<file path="src/rtl/decoder_scan_pkg.sv">
// rtl/decoder_scan_pkg.sv - shared state encoding and select-code helpers for the decoder scan sequencer
package decoder_scan_pkg;

  localparam logic [0:0] IDLE      = 1'b0;
  localparam logic [0:0] RUN       = 1'b1;
  localparam logic [2:0] LAST_CODE = 3'd7;

  // Returns {found, code}: the first code at or above base (wrapping upward) whose mask bit is clear.
  function automatic logic [3:0] first_from(input logic [2:0] base, input logic [7:0] mask);
    logic [3:0] r;
    logic [2:0] c;
    r = 4'b0000;
    for (int k = int'(LAST_CODE); k >= 0; k--) begin
      c = base + 3'(k);
      if (!mask[c]) r = {1'b1, c};
    end
    return r;
  endfunction

endpackage

</file>
<file path="src/rtl/decoder_scan_sequencer_dwell_counter.sv">
// rtl/decoder_scan_sequencer_dwell_counter.sv - free-running dwell counter, tick on the last clock of each dwell
module dwell_counter #(
  parameter int DWELL = 4,
  parameter int CNT_W = 16
) (
  input  logic clk,
  input  logic rst,
  input  logic clr,
  output logic tick
);

  localparam logic [CNT_W-1:0] LAST = CNT_W'(DWELL - 1);

  logic [CNT_W-1:0] count;

  always_ff @(posedge clk or posedge rst) begin
    if (rst) begin
      count <= '0;
    end else if (clr || tick) begin
      count <= '0;
    end else begin
      count <= count + CNT_W'(1);
    end
  end

  assign tick = (count == LAST);

endmodule

</file>
<file path="src/rtl/decoder_scan_sequencer.sv">
// rtl/decoder_scan_sequencer.sv - walks 3:8 decoder select codes with a per-code dwell; SCAN_SKIP_EN adds skip_mask
module decoder_scan_sequencer
  import decoder_scan_pkg::*;
#(
  parameter int DWELL = 4,
  parameter int CNT_W = 16
) (
  input  logic       clk,
  input  logic       rst,
  input  logic       start,
  input  logic       stop,
  input  logic       one_shot,
`ifdef SCAN_SKIP_EN
  input  logic [7:0] skip_mask,
`endif
  output logic       sel0,
  output logic       sel1,
  output logic       sel2,
  output logic       dec_en,
  output logic       busy,
  output logic       wrap,
  output logic       done
);

  logic [0:0] state;
  logic [2:0] sel;
  logic       mode;
  logic       wrap_q;
  logic       done_q;
  logic       tick;
  logic       clr;
  logic [7:0] mask;
  logic [3:0] entry;
  logic [3:0] adv;
  logic       sweep_end;

`ifdef SCAN_SKIP_EN
  assign mask = skip_mask;
`else
  assign mask = 8'h00;
`endif

  assign entry = first_from(3'd0, mask);
  assign adv   = first_from(sel + 3'd1, mask);
  // A sweep ends whenever the next live code does not lie above the current one.
  assign sweep_end = (adv[2:0] <= sel);

  assign clr = (state != RUN) || stop;

  dwell_counter #(
    .DWELL (DWELL),
    .CNT_W (CNT_W)
  ) u_dwell (
    .clk  (clk),
    .rst  (rst),
    .clr  (clr),
    .tick (tick)
  );

  always_ff @(posedge clk or posedge rst) begin
    if (rst) begin
      state  <= IDLE;
      sel    <= 3'd0;
      mode   <= 1'b0;
      wrap_q <= 1'b0;
      done_q <= 1'b0;
    end else begin
      wrap_q <= 1'b0;
      done_q <= 1'b0;
      if (state == IDLE) begin
        if (start && !stop && entry[3]) begin
          state <= RUN;
          sel   <= entry[2:0];
          mode  <= one_shot;
        end
      end else begin
        if (stop) begin
          state <= IDLE;
          sel   <= 3'd0;
        end else if (tick) begin
          if (!adv[3]) begin
            // Every code masked off mid-scan: nothing left to drive.
            state <= IDLE;
            sel   <= 3'd0;
          end else if (sweep_end && mode) begin
            state  <= IDLE;
            sel    <= 3'd0;
            done_q <= 1'b1;
          end else begin
            sel    <= adv[2:0];
            wrap_q <= sweep_end;
          end
        end
      end
    end
  end

  assign sel0   = sel[0];
  assign sel1   = sel[1];
  assign sel2   = sel[2];
  assign dec_en = (state == RUN);
  assign busy   = (state == RUN);
  assign wrap   = wrap_q;
  assign done   = done_q;

endmodule

</file>
<file path="config.mk">
export PLATFORM = sky130hd
export DESIGN_NAME = decoder_scan_sequencer
export DESIGN_NICKNAME = d
export VERILOG_FILES = /design/src/rtl/decoder_scan_pkg.sv /design/src/rtl/decoder_scan_sequencer_dwell_counter.sv /design/src/rtl/decoder_scan_sequencer.sv
export SDC_FILE = /design/constraint.sdc
export NUM_CORES = 1
export LEC_CHECK = 0
export ABC_CLOCK_PERIOD_IN_PS = 3700
export CAP_MARGIN = 20
export CORE_MARGIN = 2
export CORE_UTILIZATION = 59
export CTS_CLUSTER_DIAMETER = 200
export DETAILED_ROUTE_END_ITERATION = 8
export HOLD_SLACK_MARGIN = 0.05
export PLACE_DENSITY = 0.82
export SLEW_MARGIN = 20
export SYNTH_ARGS = -nofsm -noshare
export SYNTH_HDL_FRONTEND = slang
export SYNTH_HIERARCHICAL = 1
export SYNTH_SLANG_ARGS = --single-unit
</file>
<file path="constraint.sdc">
create_clock -name clk -period 3.7 [get_ports clk]
set_input_delay 0.74 -clock clk [delete_from_list [all_inputs] [get_ports clk]]
set_output_delay 0.74 -clock clk [all_outputs]
set_load 0.02 [all_outputs]
</file>
==> results.json <==
{
  "antenna_found_initial": 0,
  "post_cts_buffers": 0,
  "cp.arrival_ns": 1.46,
  "netlist_instances": 121,
  "grt_first_pass_wirelength_mm": 4.18,
  "fill_cells": 153,
  "final_cell_mix": "23 x dfrtp_1, 18 x nor2_1, 11 x clkdlybuf4s50_1",
  "multi_input_area_um2": 569,
  "hold_slack_ns": 0.484,
  "io_buffers": 11,
  "ioPinCount": 12,
  "met1_usage_pct": 28.9,
  "period_needed_ns": 2.20,
  "rows": 16,
  "path_buf_inv": 1,
  "ctsHoldBuffers": 0,
  "slowest_delay_ns": 0.66,
  "cp_max_fo": 9,
  "p_leak_nw": 0.557,
  "ys_types": 39,
  "drt_wl_total_mm": 2.44,
  "layout_commonest_cell": "dfrtp_1",
  "rsz0062_at_grt": "no",
  "grt_use_met3_pct": 4.29,
  "antenna_cells": 0,
  "synth_edf_count": 0,
  "maxSlewViolCount": 0,
  "synth-async-reset-ratio_pct": 100,
  "cts_tree": "built",
  "drc": 0,
  "final.setup.tns_ns": 0,
  "die-area_um2": 2400,
  "track_usage_pct": 23.0,
  "netlist.area_leader.share_pct": 48.2,
  "regArea_um2": 576,
  "fin_crit_sh_pct": 59.4,
  "cp-end-kind": "output pin",
  "min_path_type": "reg -> reg",
  "root_buffer": "clkbuf_4",
  "critPathKind": "reg -> out",
  "crit_slowest_cell": "clkdlybuf4s50_1",
  "synthTopCellsByArea": "dfrtp_1 48%, xnor2_1 7.3%, nor2_1 5.7%, nand3_1 3.8%, ha_1 3.1%",
  "layout-drive-gt1-share_pct": 7.58,
  "max_freq_mhz": 455,
  "setup_viol": 0,
  "synth_seq_cells": 23,
  "cap_viol_max_count": 0,
  "grt_use_met2_pct": 37.9,
  "cts_buffers": 3,
  "yosysSeqAreaShare_pct": 48.2,
  "cts.clk_slew.worst_paths_ns": 0.13,
  "worstPathRequired_ns": 2.96,
  "status": "completed",
  "fin_skew_ns": 0.00358,
  "via_per_inst": 5.87,
  "powerDensity_nw_per_um2": 301,
  "overflow": 0,
  "startpoint_type": "flop",
  "htreeDepth": 1,
  "drt-initial-drc-count": 34,
  "clock_sinks": 23,
  "dr.pass1.iters": 4,
  "synth_area_leader_cell": "dfrtp_1",
  "vias": 933,
  "cts_resized": 0,
  "gr-max-usage-layer": "met2",
  "slew_headroom_pct": 59.9,
  "fp.dieW_um": 49,
  "path_cells": "clkdlybuf4s50_1",
  "path_delay_family": "buffers and inverters",
  "clk_latency_ns": 0.31,
  "grt_max_degree": 17,
  "gp_congestion": 0.822,
  "ir_worst_vdd_mv": 0.246,
  "postSynthNetCount": 129,
  "yosys_warnings": 6,
  "area_delta_synth_final_pct": 12.7,
  "die_y_um": 49,
  "antenna_left": 0,
  "worst_pin_slew_ns": 0.600,
  "start_util_pct": 61.5,
  "hold_viol": 0,
  "synth_area_per_cell_um2": 9.88,
  "grt_pass1_vias": 947,
  "place_hpwl_mm": 1.70,
  "wl_per_cell_um": 15.3,
  "clock_path_buffers": 2,
  "syn_area_um2": 1190,
  "synth_flop_cell": "dfrtp_1",
  "fp.coreArea_um2": 1940,
  "nNetsFinal": 141
}
-- cell type report --
class,count,area share (%)
multi-input cells,86,42.3
clock inverters,1,0.372
well taps,27,2.51
clock buffers,3,1.67
inverters,8,2.23
repair buffers,11,8.18
flip-flops and latches,23,42.8
-- sequential cells by signal (all words and copies together) (netlist names) --
register	flops
busy	1
mode	1
sel	3
done	1
u_dwell/count	16
wrap	1
-- Yosys cell counts, types with 2 or more instances --
cell / count
dfrtp_1: 23
nor2_1: 18
xnor2_1: 10
nand3_1: 9
inv_1: 8
nor4_1: 5
o21ai_0: 5
ha_1: 3
nand2_1: 3
xor2_1: 3
a21oi_1: 2
and3_1: 2
clkbuf_1: 2
nor3_1: 2
or3_1: 2
-- routing by layer --
metal	part of all wire [%]	routed length, um
met1	42	1030
met4	0.49	12
met3	4.1	100
met2	53	1300
met5	0	0
-- kinds of logic after synthesis --
kind of cell | Yosys count | synth area share [%]
adder cells (fa/ha/maj) | 3 | 3.14
multiplexers | 1 | 0.942
buffers and inverters | 12 | 4.19
AND/OR/NAND/NOR | 56 | 26.9
AO/OA/AOI/OAI | 13 | 7.12
flip-flops | 23 | 48.2
XOR/XNOR | 13 | 9.53
-- power by group --
part / total [mW] / internal [mW] / leakage [nW] / switching [mW]
sequential: 0.260 / 0.255 / 0.317 / 0.00489
combinational: 0.0276 / 0.0125 / 0.222 / 0.0151
clock: 0.117 / 0.0404 / 0.0177 / 0.0770
total: 0.405 / 0.308 / 0.557 / 0.0969
-- path summary, 6_finish.rpt --
| kind | startpoint | endpoint | slack, ns | depth (start not counted) |
|---|---|---|---|---|
| max in group asynchronous | rst | u_dwell/count[14]$_DFF_PP0_ | 2.50 | 2 |
| min in group asynchronous | rst | sel[1]$_DFFE_PP0P_ | 0.68 | 2 |
| hold / removal | u_dwell/count[0]$_DFF_PP0_ | u_dwell/count[0]$_DFF_PP0_ | 0.48 | 1 |
| setup / recovery | busy$_DFF_PP0_ | busy | 1.50 | 1 |
| setup reg to reg | u_dwell/count[0]$_DFF_PP0_ | sel[2]$_DFFE_PP0P_ | 1.78 | 6 |
| hold reg to reg | u_dwell/count[0]$_DFF_PP0_ | u_dwell/count[0]$_DFF_PP0_ | 0.48 | 1 |
-- per-stage QoR --
stage | instance area (um^2) | total power [mW] | std cells | utilization [%] | setup slack (ns)
floorplan | 1190 | 0.281 | 121 | - | 1.86
global placement | 1320 | 0.291 | 155 | 67.9 | 1.54
detailed placement | 1320 | 0.293 | 155 | 67.9 | 1.50
CTS | 1350 | 0.407 | 159 | 69.3 | 1.48
global route | 1350 | 0.423 | 159 | 69.3 | 1.42
finish | 1350 | 0.405 | 159 | 69.3 | 1.50
(Power assumes the default switching activity.)
